**src/rtl/mult_div_unit.sv**
```systemverilog
// Multicycle signed multiply (radix-2 Booth) / divide (restoring, magnitudes) unit.
// The 64-bit result is held in HI/LO until the next completed operation.
module mult_div_unit #(
    parameter int WIDTH = 32
) (
    input  logic             clock,
    input  logic             reset,
    input  logic             start,
    input  logic             op,
    input  logic [WIDTH-1:0] a_in,
    input  logic [WIDTH-1:0] b_in,
    output logic [WIDTH-1:0] hi,
    output logic [WIDTH-1:0] lo,
    output logic             busy,
    output logic             done,
    output logic             div_zero
);
    localparam int CW = $clog2(WIDTH);

    typedef enum logic [1:0] {
        S_IDLE = 2'd0,
        S_MULT = 2'd1,
        S_DIV  = 2'd2,
        S_DONE = 2'd3
    } state_t;

    state_t           state_q, state_d;
    logic [WIDTH:0]   acc_q, acc_d;
    logic [WIDTH-1:0] q_q, q_d;
    logic             qm1_q, qm1_d;
    logic [WIDTH-1:0] m_q, m_d;
    logic [CW-1:0]    cnt_q, cnt_d;
    logic             neg_quo_q, neg_quo_d;
    logic             neg_rem_q, neg_rem_d;
    logic [WIDTH-1:0] hi_q, hi_d;
    logic [WIDTH-1:0] lo_q, lo_d;
    logic             dz_q, dz_d;

    logic [WIDTH:0]   m_ext_s;
    logic [WIDTH:0]   booth_sum_s;
    logic [WIDTH:0]   booth_acc_s;
    logic [WIDTH-1:0] booth_q_s;
    logic [WIDTH:0]   div_shift_s;
    logic [WIDTH:0]   div_trial_s;
    logic [WIDTH:0]   div_rem_s;
    logic [WIDTH-1:0] div_quo_s;
    logic             last_s;

    function automatic logic [WIDTH-1:0] neg_val(input logic [WIDTH-1:0] v);
        return (~v) + WIDTH'(1);
    endfunction

    function automatic logic [WIDTH-1:0] abs_val(input logic [WIDTH-1:0] v);
        return v[WIDTH-1] ? neg_val(v) : v;
    endfunction

    // Accumulator is one bit wider so -2^(W-1) multiplicands cannot overflow.
    assign m_ext_s     = {m_q[WIDTH-1], m_q};
    assign booth_acc_s = {booth_sum_s[WIDTH], booth_sum_s[WIDTH:1]};
    assign booth_q_s   = {booth_sum_s[0], q_q[WIDTH-1:1]};
    assign div_shift_s = {acc_q[WIDTH-1:0], q_q[WIDTH-1]};
    assign div_trial_s = div_shift_s - {1'b0, m_q};
    assign div_rem_s   = div_trial_s[WIDTH] ? div_shift_s : div_trial_s;
    assign div_quo_s   = {q_q[WIDTH-2:0], ~div_trial_s[WIDTH]};
    assign last_s      = (cnt_q == CW'(WIDTH - 1));

    // Booth add/subtract/skip selection from {Q[0], Q-1}.
    always_comb begin
        booth_sum_s = acc_q;
        case ({q_q[0], qm1_q})
            2'b01:   booth_sum_s = acc_q + m_ext_s;
            2'b10:   booth_sum_s = acc_q - m_ext_s;
            default: booth_sum_s = acc_q;
        endcase
    end

    // Next-state and datapath update.
    always_comb begin
        state_d   = state_q;
        acc_d     = acc_q;
        q_d       = q_q;
        qm1_d     = qm1_q;
        m_d       = m_q;
        cnt_d     = cnt_q;
        neg_quo_d = neg_quo_q;
        neg_rem_d = neg_rem_q;
        hi_d      = hi_q;
        lo_d      = lo_q;
        dz_d      = dz_q;
        case (state_q)
            S_IDLE: begin
                dz_d = 1'b0;
                if (start) begin
                    cnt_d = '0;
                    acc_d = '0;
                    qm1_d = 1'b0;
                    if (!op) begin
                        m_d     = a_in;
                        q_d     = b_in;
                        state_d = S_MULT;
                    end else if (b_in == '0) begin
                        dz_d    = 1'b1;
                        state_d = S_DONE;
                    end else begin
                        m_d       = abs_val(b_in);
                        q_d       = abs_val(a_in);
                        neg_quo_d = a_in[WIDTH-1] ^ b_in[WIDTH-1];
                        neg_rem_d = a_in[WIDTH-1];
                        state_d   = S_DIV;
                    end
                end else begin
                    state_d = S_IDLE;
                end
            end
            S_MULT: begin
                acc_d = booth_acc_s;
                q_d   = booth_q_s;
                qm1_d = q_q[0];
                cnt_d = cnt_q + CW'(1);
                if (last_s) begin
                    hi_d    = booth_acc_s[WIDTH-1:0];
                    lo_d    = booth_q_s;
                    state_d = S_DONE;
                end else begin
                    state_d = S_MULT;
                end
            end
            S_DIV: begin
                acc_d = div_rem_s;
                q_d   = div_quo_s;
                cnt_d = cnt_q + CW'(1);
                if (last_s) begin
                    lo_d    = neg_quo_q ? neg_val(div_quo_s) : div_quo_s;
                    hi_d    = neg_rem_q ? neg_val(div_rem_s[WIDTH-1:0]) : div_rem_s[WIDTH-1:0];
                    state_d = S_DONE;
                end else begin
                    state_d = S_DIV;
                end
            end
            S_DONE: begin
                dz_d    = 1'b0;
                state_d = S_IDLE;
            end
            default: begin
                state_d = S_IDLE;
            end
        endcase
    end

    // State and datapath registers.
    always_ff @(posedge clock or posedge reset) begin
        if (reset) begin
            state_q   <= S_IDLE;
            acc_q     <= '0;
            q_q       <= '0;
            qm1_q     <= 1'b0;
            m_q       <= '0;
            cnt_q     <= '0;
            neg_quo_q <= 1'b0;
            neg_rem_q <= 1'b0;
            hi_q      <= '0;
            lo_q      <= '0;
            dz_q      <= 1'b0;
        end else begin
            state_q   <= state_d;
            acc_q     <= acc_d;
            q_q       <= q_d;
            qm1_q     <= qm1_d;
            m_q       <= m_d;
            cnt_q     <= cnt_d;
            neg_quo_q <= neg_quo_d;
            neg_rem_q <= neg_rem_d;
            hi_q      <= hi_d;
            lo_q      <= lo_d;
            dz_q      <= dz_d;
        end
    end

    assign hi       = hi_q;
    assign lo       = lo_q;
    assign busy     = (state_q == S_MULT) || (state_q == S_DIV);
    assign done     = (state_q == S_DONE);
    assign div_zero = dz_q;

endmodule
```
**config.mk**
```make
export PLATFORM = sky130hd
export DESIGN_NAME = mult_div_unit
export DESIGN_NICKNAME = d
export VERILOG_FILES = /design/src/rtl/mult_div_unit.sv
export SDC_FILE = /design/constraint.sdc
export NUM_CORES = 1
export LEC_CHECK = 0
export ABC_AREA = 0
export BUFFER_PORTS_ARGS = -buffer_cell sky130_fd_sc_hd__buf_2
export CAP_MARGIN = 15
export CORE_MARGIN = 10
export CORE_UTILIZATION = 50
export DETAILED_ROUTE_END_ITERATION = 12
export PLACE_DENSITY = 0.69
export SLEW_MARGIN = 10
export SYNTH_ARGS = -nofsm -noshare
export SYNTH_HDL_FRONTEND = slang
export SYNTH_SLANG_ARGS = --single-unit
export TNS_END_PERCENT = 5
```
**constraint.sdc**
```tcl
create_clock -name clock -period 8.75 [get_ports clock]
set_clock_uncertainty 0.1 [all_clocks]
set_input_delay 1.3125 -clock clock [delete_from_list [all_inputs] [get_ports clock]]
set_output_delay 1.3125 -clock clock [all_outputs]
set_load 0.005 [all_outputs]
```
==> flow_metrics.tcl <==
set metrics [dict create \
    irDropWorstVdd_mv 0.2917 \
    clock_sinks 172 \
    power.switching_w 0.004648 \
    dr_wl_met2_um 26510 \
    synthFlopType "dfrtp_1" \
    drtPass1Iterations 5 \
    fmax_mhz 136.3 \
    path_clk_slew_ns 0.07 \
    grt_pass1_vias 15700 \
    die_h_um 200.2 \
    synth_compound_area_share_pct 30.39 \
    top_layer "met5" \
    leakage_nw 7.747 \
    numCtsBuffers 17 \
    gr-total-overflow 0 \
    wl_per_cell_um 22.42 \
    finalMaxSlewViolations 0 \
    clockBufferDepth 2 \
    cp_data_required_time_ns 9.03 \
    finalSetupTns_ns 0 \
    max_stage_delay_ns 0.64 \
    grt_max_degree 97 \
    core_um2 31800 \
    ant_nets 0 \
    p_comb_share_pct 73.8 \
    pre_cts_ws_ns 1.689 \
    power_density_nw_per_um2 468.2 \
    utilization_pct 55.38 \
    finalSetupViolCount 0 \
    numPortBuffers 134 \
    dieArea_um2 40070 \
    synth_area_um2 16230 \
    drc_errors 0 \
    status "complete, no violations" \
    max-cap-violations 0 \
    drt-initial-drc-count 1691 \
    final_common_cell "nand2_1" \
    hold_buffers 0 \
    cts_root_buf "clkbuf_16" \
    final_cell_mix "nand2_1 (314), o21ai_0 (228), dfrtp_1 (172)" \
    synth-xor-area-share_pct 9.551 \
    p_clk_share_pct 9.1 \
    layoutNonFillerInstCount 2608 \
    worstMarginPinSlew_ns 1.338 \
    netlist_instances 2125 \
    min_path_type "register to register" \
    arrival_ns 7.61 \
    grt_pass1_wl_um 90810 \
    antenna_found_initial 4 \
    core.rowCount 65 \
    p_seq_share_pct 17.1 \
    worst_setup_path_start_kind "register" \
    fin_crit_ns 7.335 \
    slew_headroom_pct 10.01 \
    track_usage_pct 27.94 \
    sw_frac_of_total_pct 56.37 \
    dpl.cell_count 2572 \
    synth.avg_cell_area_um2 7.639 \
    p_int_w 0.003597 \
    hpwl_um 43410 \
    synth-simple-area-share_pct 19.58 \
    die_x_um 200.2 \
    synth-adder-area-share_pct 6.182 \
    synth-edff-count 0 \
    synthDistinctLibCells 91 \
    wl_met1_um 24860 \
    synth_top_family_by_area "compound AO/OA/AOI/OAI gates" \
    cts_setup_buffers 0 \
    synth_nets 2272 \
    drt-total-wl_um 58480 \
    area_delta_synth_final_pct 8.494 \
    worst_slack_ns 1.415 \
    worst-path-max-fanout 65 \
    place_congestion 0.9619 \
    ys_seq_area_share_pct 26.52 \
    ctsResizeCount 0 \
    fin_crit_sh_pct 83.82 \
    worstSetupPathType "register to register" \
    clk_latency_ns 0.45 \
    crit_path_frequent_cell "a21oi_1" \
    synth_top_cell_area_share_pct 26.52 \
    cp_slowest_cell "nor4_2" \
    synth.area.mux_share_pct 2.274 \
    cts_tree "done" \
    end_kind "register" \
    path_cells "inv_1 > ha_1 > a21oi_1 > o221ai_1 > a21o_1 > a211oi_2 > a21oi_1 > a41oi_1 > nor2b_1 > o21ai_0 > nand2b_1 > ha_2 > buf_4 > nor2b_1 > a31o_2 > or4b_4 > nor4_4 > nand4_1 > nor4_2 > a31oi_1 > xnor2_1 > a21oi_1" \
    drive_gt1_share_pct 10.96 \
    avgViaCountPerCell 6.420 \
    initial_core_util_pct 51.04 \
    synth_top_area_cell "dfrtp_1" \
    nNetsFinal 2305 \
    num_vias 16740 \
    ys_ff_latch 172 \
    cts-htree-levels 4 \
    async_reset_ff_share_pct 100.0 \
    wl_met3_um 4578 \
    synthTopCellsByArea "dfrtp_1 (27%), nand2_1 (7.3%), o21ai_0 (7.0%), ha_1 (5.9%), xor2_1 (5.2%)" \
    io_pins 135 \
    yosysWarnings 0 \
    rsz0062_at_grt "false" \
    finalHoldViolations 0 \
]
==> stage by stage <==
step | instance area [um^2] | total power (W) | hold WS, ns
2_1_floorplan | 16230 | 0.005789 | 0.3453
3_3_place_gp | 17010 | 0.007225 | 0.3584
3_5_place_dp | 17010 | 0.007286 | 0.3691
4_1_cts | 17560 | 0.008066 | 0.3835
5_1_grt | 17610 | 0.008858 | 0.4065
6_report | 17610 | 0.008246 | 0.3752
==> final timing paths <==
path | slack (ns) | start | to | depth (start not counted)
max | 1.42 | m_q[15] | hi[27] | 22
max in group asynchronous | 5.96 | reset | acc_q[31] | 3
min | 0.38 | hi[0] | hi[0] | 2
min reg2reg | 0.38 | hi[0] | hi[0] | 2
max reg2reg | 1.42 | m_q[15] | hi[27] | 22
min in group asynchronous | 1.01 | reset | hi[2] | 2
==> power by group through the flow <==
| stage | logic (W) | clock network [W] | registers (W) |
|---|---|---|---|
| after floorplan | 0.00459 | 0 | 0.00120 |
| after global placement | 0.00583 | 0 | 0.00140 |
| after detailed placement | 0.00588 | 0 | 0.00141 |
| after CTS | 0.00592 | 0.000751 | 0.00140 |
| after global routing | 0.00664 | 0.000782 | 0.00144 |
| final | 0.00609 | 0.000749 | 0.00141 |
==> final cells by class <==
class | count | area (um^2)
Fill cell | 3023 | 14190
Multi-Input combinational cell | 1738 | 11070
Sequential cell | 172 | 4304
Timing Repair Buffer | 153 | 840.8
Tap cell | 435 | 544.3
Clock buffer | 21 | 470.5
Inverter | 76 | 290.3
Clock inverter | 11 | 86.33
Antenna cell | 2 | 5.005
==> flip-flops by register name (all words and copies together) (netlist names) <==
register / flops
acc_q: 33
hi: 32
lo: 32
m_q: 32
q_q: 32
cnt_q: 5
state_q: 2
div_zero: 1
neg_quo_q: 1
neg_rem_q: 1
qm1_q: 1
==> Yosys cell counts (all sizes together), types with 7 or more instances <==
cell	instances
a211oi	20
a21boi	9
a21o	34
a21oi	143
a221oi	16
a22o	24
a22oi	45
a2bb2oi	7
a31oi	31
and2	11
and3	14
and4	7
buf	33
clkbuf	106
dfrtp	172
ha	77
inv	75
mux2	7
mux2i	29
nand2	314
nand2b	23
nand3	20
nand4	12
nor2	143
nor2b	18
nor3	35
nor4	13
o211ai	7
o21a	17
o21ai	261
o21bai	7
o221ai	16
o22ai	30
o31ai	36
o41ai	12
or2	11
or3	23
or4	17
xnor2	80
xor2	97
==> cells by family (layout without fill, tap and decap cells) <==
kind of cell,Yosys count,in the layout
AO/OA/AOI/OAI,769,769
AND/OR/NAND/NOR,677,677
buffers and inverters,215,261
XOR/XNOR,177,177
flip-flops,172,172
adder cells (fa/ha/maj),79,79
multiplexers,36,36
other,0,2
==> routing by layer <==
metal / up-vias / track usage (%)
li1: 7822 / -
met1: 8030 / 36.56
met2: 745 / 43.61
met4: 2 / 12.95
met5: - / 0
met3: 145 / 5.400
==> worst max-delay path, delay by kind of cell, from the launching register on <==
family                     cells  cell delay [ns]
buffers and inverters          2             0.70
adders and majority gates      2             0.88
AOI/OAI and AO/OA             10             2.65
xor gates and xnor gates       1             0.16
DFF                            1             0.44
and+or+nand+nor                7             2.23
Power figures use the tool's default switching activity.
